[src/rtl/ddr_tx.sv]
// ddr_tx: HDR-DDR word transmitter serialising COMMAND/DATA/CRC words onto SDA on both SCL edges.
module ddr_tx #(
  parameter logic [4:0] CRC_INIT = 5'h1F,
  parameter logic       SDA_IDLE = 1'b1
) (
  input  logic        i_sys_clk,
  input  logic        i_sys_rst,
  input  logic        i_tx_en,
  input  logic [1:0]  i_tx_mode,
  input  logic [15:0] i_regf_tx_data,
  input  logic        i_scl_pos_edge,
  input  logic        i_scl_neg_edge,
  output logic        o_sda,
  output logic        o_tx_mode_done,
  output logic        o_tx_busy,
  output logic [4:0]  o_crc_value
);
  typedef enum logic [1:0] {IDLE, SHIFT, GAP} state_t;
  state_t state_q, state_d;
  logic [19:0] sh_q, sh_d, word;
  logic [4:0]  idx_q, idx_d, crc_q, crc_d, crc_upd, last;
  logic        sda_q, sda_d, done_q, done_d, busy_q, busy_d, is_crc_q, is_crc_d;
  logic        edge_ev, p1, p0, load;
  logic [15:0] d_rev;
  for (genvar g = 0; g < 16; g++) begin : g_rev
    assign d_rev[g] = i_regf_tx_data[15-g];
  end
  assign edge_ev = i_scl_pos_edge | i_scl_neg_edge;
  assign p1 = ^(i_regf_tx_data & 16'hAAAA);
  assign p0 = ~^(i_regf_tx_data & 16'h5555);
  assign last = is_crc_q ? 5'd10 : 5'd19;
  assign load = i_tx_en && (i_tx_mode != 2'd3);
  // Words are stored LSB-first so bit 0 of the shift register is the next bit on the wire.
  always_comb begin
    word = (i_tx_mode == 2'd2) ? {9'b0, crc_q[0], crc_q[1], crc_q[2], crc_q[3], crc_q[4], 4'b0011, 2'b10}
         : (i_tx_mode == 2'd1) ? {p0, p1, d_rev, 2'b01}
         : {p0, p1, d_rev, 2'b10};
    crc_upd = crc_q;
    for (int i = 15; i >= 0; i--)
      crc_upd = {crc_upd[3:0], 1'b0} ^ ((crc_upd[4] ^ i_regf_tx_data[i]) ? 5'b00101 : 5'b00000);
  end
  always_comb begin
    state_d  = state_q;
    sh_d     = sh_q;
    idx_d    = idx_q;
    sda_d    = sda_q;
    done_d   = 1'b0;
    busy_d   = busy_q;
    crc_d    = crc_q;
    is_crc_d = is_crc_q;
    case (state_q)
      IDLE: begin
        sda_d = load ? word[0] : SDA_IDLE;
        if (load) begin
          state_d  = SHIFT;
          sh_d     = word;
          idx_d    = 5'd0;
          busy_d   = 1'b1;
          is_crc_d = i_tx_mode == 2'd2;
          crc_d    = (i_tx_mode == 2'd0) ? CRC_INIT : (i_tx_mode == 2'd1) ? crc_upd : crc_q;
        end
      end
      SHIFT: begin
        if (!i_tx_en) begin
          state_d = IDLE;
          sda_d   = SDA_IDLE;
          busy_d  = 1'b0;
          idx_d   = 5'd0;
        end else if (edge_ev && idx_q == last) begin
          state_d = GAP;
          done_d  = 1'b1;
          busy_d  = 1'b0;
        end else if (edge_ev) begin
          idx_d = idx_q + 5'd1;
          sh_d  = sh_q >> 1;
          sda_d = sh_q[1];
        end
      end
      default: begin
        state_d = IDLE;
        sda_d   = SDA_IDLE;
        idx_d   = 5'd0;
      end
    endcase
  end
  always_ff @(posedge i_sys_clk or negedge i_sys_rst) begin
    if (!i_sys_rst) begin
      state_q  <= IDLE;
      sh_q     <= '0;
      idx_q    <= '0;
      sda_q    <= SDA_IDLE;
      done_q   <= 1'b0;
      busy_q   <= 1'b0;
      crc_q    <= CRC_INIT;
      is_crc_q <= 1'b0;
    end else begin
      state_q  <= state_d;
      sh_q     <= sh_d;
      idx_q    <= idx_d;
      sda_q    <= sda_d;
      done_q   <= done_d;
      busy_q   <= busy_d;
      crc_q    <= crc_d;
      is_crc_q <= is_crc_d;
    end
  end
  assign o_sda          = sda_q;
  assign o_tx_mode_done = done_q;
  assign o_tx_busy      = busy_q;
  assign o_crc_value    = crc_q;
endmodule

[config.mk]
export PLATFORM = sky130hd
export DESIGN_NAME = ddr_tx
export DESIGN_NICKNAME = d
export VERILOG_FILES = /design/src/rtl/ddr_tx.sv
export SDC_FILE = /design/constraint.sdc
export NUM_CORES = 1
export LEC_CHECK = 0
export CAP_MARGIN = 20
export CORE_UTILIZATION = 55
export DETAILED_ROUTE_END_ITERATION = 10
export PLACE_DENSITY = 0.82
export SYNTH_ARGS = -nofsm -noshare
export SYNTH_HDL_FRONTEND = slang
export SYNTH_SLANG_ARGS = --single-unit
[constraint.sdc]
create_clock -name i_sys_clk -period 3.13 [get_ports i_sys_clk]
set_input_delay 0.4695 -clock i_sys_clk [delete_from_list [all_inputs] [get_ports i_sys_clk]]
set_output_delay 0.4695 -clock i_sys_clk [all_outputs]
set_load 0.005 [all_outputs]
After elaboration in Yosys (flattened, before gate mapping). Index checks and enable logic that the tools add are counted.

Input bits: 23. Register bits after elaboration: 36. Output and inout port bits: 8. Logic and storage cells: 116.

Reductions and logical operators: 15. Muxes and demuxes: 47. Bitwise gates (word level): 33. Equal/unequal tests: 12. Add/subtract/negate cells: 1.

Operators with widths (number): 2-to-1 mux 20 bit (5); XOR 5 x 3 -> 5 bit (16); 2-to-1 mux 3 bit (16); case mux 20 bit (2 select lines) (1); 2-to-1 mux 5 bit (7); XNOR reduction 16 bit (1); XOR reduction 16 bit (1); XOR 1 bit (16); 2-to-1 mux 1 bit (10); inequality test 2 bit, second input constant (5); case mux 5 bit (2 select lines) (1); inequality test 3 bit, second input constant (3); AND reduction 3 bit (3); 2-to-1 mux 2 bit (4); AND reduction 2 bit (3); adder 5 x 1 -> 5 bit, second input constant (1); equality test 5 bit (1); AND reduction 5 bit (1); equality test 2 x 1 -> 1 bit, second input constant (2); logical NOT 2 bit (2); case mux 1 bit (2 select lines) (2); case mux 2 bit (2 select lines) (1); nonzero test 2 bit (2); equality test 2 bit, second input constant (1); other kinds (2) (3).

Depth between registers and ports, before layout. Gate-level depths: netlist of run 1.

Word-level depth: 50. Depth in mapped cells: 7. Depth with buffers taken out: 5.

Least setup slack after synthesis of run 1. OpenSTA, ideal clock, no wires.

Path kind: input-to-reg. From: input i_regf_tx_data[15]. To: register crc_q[4] (netlist: o_crc_value[4]). Path buffers: 0. Stages: 5. Setup slack: 1.161 ns. Required time: 3.053 ns. Arrival: 1.892 ns. Setup time: 0.077 ns. Cell sequence: xnor2_1 xnor3_2 xnor2_2 xnor3_1 a31oi_1.

Longest elaborated chain between the ends: 26. Elaborated cells between the ends (all ways): 34. Classes of those cells: 10 x mux; 24 x bitwise.

Ends and longest elaborated chain: start, declared (RTL line 10) `input logic [15:0] i_regf_tx_data,`; XOR 1 bit (*) (RTL line 40) `crc_upd = {crc_upd[3:0], 1'b0} ^ ((crc_upd[4] ^ i_regf_tx_data[i]) ? 5'b00101 : 5'b00000);`; 2-to-1 mux 3 bit (*) (RTL line 40); XOR 5 x 3 -> 5 bit (*) (3 in series) (RTL line 40); XOR 1 bit or XOR 5 x 3 -> 5 bit (tied branches) (RTL line 40); 2-to-1 mux 3 bit or XOR 5 x 3 -> 5 bit (tied branches) (RTL line 40); XOR 5 x 3 -> 5 bit (*) (3 in series) (RTL line 40); XOR 1 bit or XOR 5 x 3 -> 5 bit (tied branches) (RTL line 40); 2-to-1 mux 3 bit or XOR 5 x 3 -> 5 bit (tied branches) (RTL line 40); XOR 5 x 3 -> 5 bit (*) (5 in series) (RTL line 40); XOR 1 bit or XOR 5 x 3 -> 5 bit (tied branches) (RTL line 40); 2-to-1 mux 3 bit or XOR 5 x 3 -> 5 bit (tied branches) (RTL line 40); XOR 5 x 3 -> 5 bit (*) (5 in series) (RTL line 40); 2-to-1 mux 5 bit (*) (2 in series) (RTL line 60) `crc_d = (i_tx_mode == 2'd0) ? CRC_INIT : (i_tx_mode == 2'd1) ? crc_upd : crc_q;`; end signal, assigned (RTL line 103) `crc_q <= crc_d;`; end, declared (RTL line 21) `logic [4:0] idx_q, idx_d, crc_q, crc_d, crc_upd, last;`.

Mark *: on every way between the ends. The rest lies on a longest branch, timed or not. The select of a mux whose other input is x is not followed. A chain may end at the register's enable or synchronous reset.

Worst setup path after layout of run 1.
From: input i_regf_tx_data[13]. To: register crc_q[4] (netlist: o_crc_value[4]).

Longest elaborated chain between the ends: 24. Elaborated cells between the ends (all ways): 30. Classes of those cells: 9 x mux; 21 x bitwise.

Ends and longest elaborated chain (RTL line): XOR 1 bit (*) (40); 2-to-1 mux 3 bit (*) (40); XOR 5 x 3 -> 5 bit (*) (3 in series) (40); XOR 1 bit or XOR 5 x 3 -> 5 bit (tied branches) (40); 2-to-1 mux 3 bit or XOR 5 x 3 -> 5 bit (tied branches) (40); XOR 5 x 3 -> 5 bit (*) (3 in series) (40); XOR 1 bit or XOR 5 x 3 -> 5 bit (tied branches) (40); 2-to-1 mux 3 bit or XOR 5 x 3 -> 5 bit (tied branches) (40); XOR 5 x 3 -> 5 bit (*) (3 in series) (40); XOR 1 bit or XOR 5 x 3 -> 5 bit (tied branches) (40); 2-to-1 mux 3 bit or XOR 5 x 3 -> 5 bit (tied branches) (40); XOR 5 x 3 -> 5 bit (*) (5 in series) (40); 2-to-1 mux 5 bit (*) (2 in series) (60).

Marked as above.

==> results of run 1 <==
## area by class of cell
type	count	area share [%]
inverter	1	0.143
sequential	35	33.7
multi-input combinational	167	47.1
clock buffer	6	2.77
clock inverter	1	1.15
timing repair buffer	35	12.9
tap	48	2.29
## worst min path at each step
stage / slack (ps) / start / endpoint / depth (start not counted)
after CTS: 480 / o_sda$_DFFE_PN1P_ / o_sda$_DFFE_PN1P_ / 1
after global placement: 470 / sh_q[6]$_DFFE_PN0P_ / sh_q[6]$_DFFE_PN0P_ / 2
after global routing: 500 / o_sda$_DFFE_PN1P_ / o_sda$_DFFE_PN1P_ / 1
after floorplan: 170 / i_sys_rst / idx_q[0]$_DFFE_PN0P_ / 0
after detailed placement: 470 / o_sda$_DFFE_PN1P_ / o_sda$_DFFE_PN1P_ / 1
final: 480 / o_sda$_DFFE_PN1P_ / o_sda$_DFFE_PN1P_ / 1
## sequential cells by signal, indices dropped and copies added (netlist names)
register,cells
idx_q,5
is_crc_q,1
o_crc_value,5
o_sda,1
o_tx_busy,1
o_tx_mode_done,1
sh_q,19
state_q,2
## power by group through the flow
stage          registers (mW)  logic [mW]  clock network (mW)
2_1_floorplan           0.686       0.921                   0
3_3_place_gp            0.728        1.12                   0
3_5_place_dp            0.733        1.15                   0
4_1_cts                 0.726        1.16               0.400
5_1_grt                 0.744        1.26               0.417
6_report                0.729        1.16               0.394
## per-layer routing
layer / global-route usage, % / up-vias
met2: 38.7 / 36
li1: - / 811
met5: 0 / -
met1: 35.2 / 796
met4: 11.9 / 0
met3: 3.70 / 11
## logic make-up after synthesis
group | count (synthesis)
compound gates | 61
simple gates | 59
xor+xnor | 40
flops | 35
buf+inv | 13
mux | 6
fa+ha+maj | 1
## cells in the mapped netlist
library cell,count
o21ai_1,24
nand4_1,2
mux2i_1,5
xnor3_2,2
nor3_1,2
dfstp_2,6
xor2_1,5
mux2_2,1
nor4bb_1,2
o21bai_1,1
buf_2,3
nand2b_1,2
o2bb2ai_1,1
a21oi_1,10
and2_1,2
nand3b_1,1
dfrtp_1,29
xnor2_1,21
o31ai_1,3
a22oi_1,10
or3b_1,1
a211oi_1,1
xnor3_1,7
a31oi_1,6
a22o_1,1
or2_2,1
o21ai_0,1
o21ba_1,1
inv_1,1
or2_1,1
ha_1,1
nand2_1,22
o22ai_1,2
nor2_1,18
nor2b_1,5
xnor2_2,5
clkbuf_1,9
==> reports/metrics.yaml, run 1 <==
setup_path:
  worstSetupPathType: "in2reg"
  startpoint: "i_regf_tx_data[13]"
  slowest_stage: "xnor3_2"
  r2r_end: "sh_q[8]$_DFFE_PN0P_"
  max_stage_delay_ps: 510
  critPathCaptureType: "flop"
  cp.required_ps: 3350
  ff2ff_setup_slack_ps: 990
  cp-endpoint: "o_crc_value[4]$_DFFE_PN1P_"
  arrival_ps: 2510
  cp_max_fo: 3
  cp_num_cells: 6
  crit_family: "XOR/XNOR gates"
  startpoint_type: "input port"
  cp.buffers_inverters: 1
  timing.rr.start: "idx_q[0]$_DFFE_PN0P_"
  r2r_cells: 6
  crit_chain: "clkdlybuf4s50_1, xnor2_1, xnor3_2, xnor2_2, xnor3_1, a31oi_1"
routing:
  routed-wl-met3_um: 215
  dr.pass1.iters: 4
  drc: 0
  drtIter0Drc: 98
  top_layer_used: "met4"
  detail-route-antenna-nets: 0
  viasPerCell: 5.65
  wl_mm: 4.84
  wire_per_inst_um: 16.5
  wirelength_met1_mm: 2.29
  num_vias: 1654
  wl_met2_mm: 2.23
synth:
  synth_top_area_share_pct: 33.5
  ys_warn_count: 0
  syn-instance-count: 215
  yosys.area.top_type: "dfrtp_1"
  synthTopCellsByArea: "dfrtp_1, xnor2_1, dfstp_2, xnor3_1, o21ai_1"
  synth-seq-cells: 35
  synth_cell_type_count: 37
  synth_top_family_by_area: "XOR/XNOR gates"
  synthMuxAreaShare_pct: 2.83
  seq_area_frac_synth_pct: 40.8
  syn_area_per_cell_um2: 10.1
  synth_fp_nets: 239
  synth_area_mm2: 0.00217
  synth_compound_area_share_pct: 16.9
  yosys.area_share.simple_pct: 12.8
  synthAdderAreaFrac_pct: 0.577
  synth_xor_area_share_pct: 23.7
cts:
  numCtsBuffers: 5
  htree_levels: 2
  cts_resized: 0
  cts_tree: "yes"
  clock_sinks: 35
  cts_root_buf: "clkbuf_8"
  cts_hold_buf: 0
  clkLatencyLatePin_ps: 290
  post_cts_buffers: 0
  clkTransAtPathRegs_ps: 70
  cts_buffer_depth: 2
floorplanning:
  io_pins: 31
  die_h_um: 64.8
  die-area_mm2: 0.00420
  start_util_pct: 58.3
  rows: 22
  coreArea_mm2: 0.00372
  die_x_um: 64.8
timing:
  maxSlewViolCount: 0
  holdWs_ps: 481
  tightest_slew_ps: 923
  skew_ps: 6.93
  setup_slack_ps: 837
  final_hold_viol_count: 0
  fin_crit_sh_pct: 73.3
  fin_crit_ps: 2290
  rsz0062_at_grt: "no"
  relSlewSlack_pct: 38.3
  finalSetupViolCount: 0
  max_freq_mhz: 436
  fin_setup_tns_ps: 0
grt:
  grt_first_pass_wirelength_mm: 7.81
  antenna_found_initial: 0
  grt-ovfl-total: 0
  grtUsageTotal_pct: 25.3
  grt_max_degree: 36
  grt_pass1_vias: 1608
final_layout:
  layout_common_cells: "clkdlybuf4s50_1, dfrtp_1, o21ai_1"
  multi_input_area_mm2: 0.00123
  regArea_um2: 883
  antenna_cells: 0
  design_area_mm2: 0.00262
  final_common_cell: "clkdlybuf4s50_1"
  final_util_pct: 70.6
  fill_cells: 300
  area_growth_syn_to_layout_pct: 21.0
  finalNetCount: 269
  fin_cells: 293
  drive_above_1_share_pct: 11.0
power:
  p_int_mw: 1.52
  clkPwrFrac_pct: 17.2
  total_power_mw: 2.28
  comb_power_share_pct: 50.8
  switching_share_pct: 33.7
  p_leak_nw: 1.13
  powerDensity_mw_per_mm2: 871
  vdd_ir_drop_max_v: 0.000480
  seqPwrFrac_pct: 31.9
  switchingPower_mw: 0.769
place:
  placed_area_mm2: 0.00252
  dp_slack_ps: 562
  portBuffers: 30
  dp.cells: 286
  gp_congestion: 0.864
  hpwl_mm: 3.54
outcome:
  status: "finished clean"
run:
  drv_cap: 0
worst_hold_path:
  worstHoldPathType: "reg2reg"
Power figures use the tool's default switching activity.
==> run 2, diff against run 1 <==
--- a/config.mk
+++ b/config.mk
@@ -6,9 +6,9 @@
 export NUM_CORES = 1
 export LEC_CHECK = 0
 export CAP_MARGIN = 20
-export CORE_UTILIZATION = 55
+export CORE_UTILIZATION = 49
 export DETAILED_ROUTE_END_ITERATION = 10
-export PLACE_DENSITY = 0.82
+export PLACE_DENSITY = 0.78
 export SYNTH_ARGS = -nofsm -noshare
 export SYNTH_HDL_FRONTEND = slang
 export SYNTH_SLANG_ARGS = --single-unit
==> constraint.sdc (replaced) <==
create_clock -name i_sys_clk -period 1.95 [get_ports i_sys_clk]
set_input_delay 0.2925 -clock i_sys_clk [delete_from_list [all_inputs] [get_ports i_sys_clk]]
set_output_delay 0.2925 -clock i_sys_clk [all_outputs]
set_load 0.005 [all_outputs]
==> run 2 against run 1 <==
First-iteration DRC count is 32% higher. Sequential cell count unchanged. Register-to-register slack got worse by 940 ps. Sequential power rose by 52%. Count of clock-buffer cells in the layout is 1 higher. Die area increased by 12%. Setup slack lost 800 ps. Utilization increased by 1.8 points. Cell count up 14%. Critical path type unchanged.
==> reports/metrics.yaml, run 2 (synthesized netlist as in run 1, its figures left out) <==
outcome:
  status: "finished clean"
place:
  placed_area_mm2: 0.00279  # +11%
  hpwl_mm: 3.69  # +4.4%
  dp_slack_ps: -441  # -1000 ps
  portBuffers: 30  # unchanged
  gp_congestion: 0.823  # -4.8%
  dp.cells: 322  # +13%
timing:
  rsz0062_at_grt: "yes"
  fin_crit_sh_pct: 98.1
  setup_slack_ps: 37.3  # -799 ps
  tightest_slew_ps: 454  # -469 ps
  relSlewSlack_pct: 69.7  # +31 points
  fin_crit_ps: 1910
  final_hold_viol_count: 0  # unchanged
  skew_ps: 2.30  # -4.63 ps
  maxSlewViolCount: 0  # unchanged
  max_freq_mhz: 523
  finalSetupViolCount: 0  # unchanged
routing:
  wl_mm: 5.17  # +6.8%
  viasPerCell: 5.44  # -3.6%
  num_vias: 1817  # +9.9%
  wire_per_inst_um: 15.5  # -6.3%
  dr.pass1.iters: 4  # unchanged
  drtIter0Drc: 129  # +32%
  drc: 0  # unchanged
  detail-route-antenna-nets: 0  # unchanged
final_layout:
  antenna_cells: 0  # unchanged
  finalNetCount: 307  # +14%
  fin_cells: 334  # +14%
  drive_above_1_share_pct: 24.6  # +14 points
  regArea_um2: 883  # unchanged
  final_util_pct: 72.4  # +1.8 points
  final_common_cell: "buf_4"
  layout_common_cells: "buf_4, dfrtp_1, clkdlybuf4s50_1"
  top_register: "sh_q"
  area_growth_syn_to_layout_pct: 37.4
  largest_register_ffs: 19  # unchanged
  multi_input_area_mm2: 0.00128  # +3.3%
  design_area_mm2: 0.00298  # +14%
  fill_cells: 301  # +0.33%
setup_path:
  arrival_ps: 2130  # -380 ps
  worstSetupPathType: "in2reg"
  startpoint_type: "input port"
  cp.required_ps: 2170  # -1180 ps
  cp_max_fo: 2  # -1
  critPathCaptureType: "flop"
floorplanning:
  rows: 23  # +4.5%
  die_h_um: 68.5  # +5.8%
  io_pins: 31  # unchanged
  start_util_pct: 52.7  # -5.7 points
  coreArea_mm2: 0.00412  # +11%
  die_x_um: 68.5  # +5.8%
  die-area_mm2: 0.00469  # +12%
cts:
  cts_hold_buf: 0  # unchanged
  clock_sinks: 35  # unchanged
  cts_root_buf: "clkbuf_8"
  cts_tree: "yes"
  cts_buffer_depth: 2  # unchanged
  numCtsBuffers: 5  # unchanged
  clkTransAtPathRegs_ps: 70  # about the same
  htree_levels: 2  # unchanged
  clkLatencyLatePin_ps: 290  # about the same
power:
  vdd_ir_drop_max_v: 0.00143  # +200%
  p_leak_nw: 1.38  # +22%
  powerDensity_mw_per_mm2: 1340  # +54%
grt:
  grt-ovfl-total: 0  # unchanged
  met1_usage_pct: 31.1  # -4.1 points
  grtUsageTotal_pct: 23.5  # -1.8 points
  grt_busiest_layer: "met2"
  antenna_found_initial: 0  # unchanged
  grt_max_degree: 36  # unchanged
  grtUsageMet2_pct: 36.8  # -1.9 points
  met3_usage_pct: 5.43  # +1.7 points
  grt_first_pass_wirelength_mm: 7.62  # -2.4%
  grt_pass1_vias: 1625  # +1.1%
run:
  drv_cap: 0  # unchanged
worst_hold_path:
  worstHoldPathType: "in2async"
-- run 2: cell count changes in the layout (fill, tap and decap cells not counted) --
cell	before	now
xnor2_2	5	9
o21ai_2	0	1
buf_4	5	42
dlymetal6s2s_1	0	4
clkdlybuf4s50_1	30	26
a21oi_2	1	0
clkbuf_1	1	2
xnor2_1	21	17
buf_12	0	1
o21ai_1	24	23
a21oi_4	0	1
-- run 2: path summary, 6_finish.rpt --
path	to	slack [ps]	startpoint	cells after the start
max in group asynchronous	o_crc_value[4]$_DFFE_PN1P_	1180	i_sys_rst	2
worst min-delay path	o_tx_mode_done$_DFF_PN0_	420	i_sys_rst	2
worst min register to register	o_sda$_DFFE_PN1P_	490	o_sda$_DFFE_PN1P_	1
worst max-delay path	o_crc_value[4]$_DFFE_PN1P_	40	i_regf_tx_data[7]	6
min in group i_sys_clk	sh_q[2]$_DFFE_PN0P_	420	i_regf_tx_data[15]	3
worst max register to register	o_crc_value[2]$_DFFE_PN1P_	50	o_crc_value[0]$_DFFE_PN1P_	6
-- run 2: layout make-up --
| cell class | count | area share, % |
|---|---|---|
| inverters | 1 | 0.126 |
| repair buffers | 73 | 21.7 |
| flip-flops and latches | 35 | 29.7 |
| clock inverters | 1 | 1.01 |
| multi-input cells | 167 | 42.9 |
| well taps | 50 | 2.10 |
| clock buffers | 7 | 2.56 |
-- run 2: report_power, final --
| part | internal (mW) | switching, mW | total (mW) |
|---|---|---|---|
| Sequential | 0.964 | 0.151 | 1.11 |
| Combinational | 1.36 | 0.873 | 2.23 |
| Clock | 0.382 | 0.262 | 0.644 |
-- run 2: stage by stage --
step | setup TNS (ps) | hold slack (ps) | total power [mW]
floorplan | 0 | -3.09 | 2.58
global placement | -1610 | 466 | 3.21
detailed placement | -1920 | 476 | 3.26
CTS | -87.1 | 432 | 3.96
global route | -40.6 | 446 | 4.21
finish | 0 | 418 | 3.99
-- run 2: timing repair --
action	4_1_cts	5_1_grt
setup buffers	1	3
pin swaps	2	5
gates resized for setup	2	8
hold endpoints to repair	0	0
endpoints found under the setup margin	4	20
-- run 2: worst max-delay path: stages --
cell	delay [ps]
clkdlybuf4s50_1	480
xnor2_2	230
xnor3_1	410
xnor2_2	220
xnor3_1	320
a31oi_1	180
-- run 2: metal layers --
metal | vias to the layer above | wire length (um)
met5 | - | 0
met1 | 868 | 2290
met2 | 47 | 2490
met4 | 0 | 99
met3 | 9 | 293
li1 | 893 | -
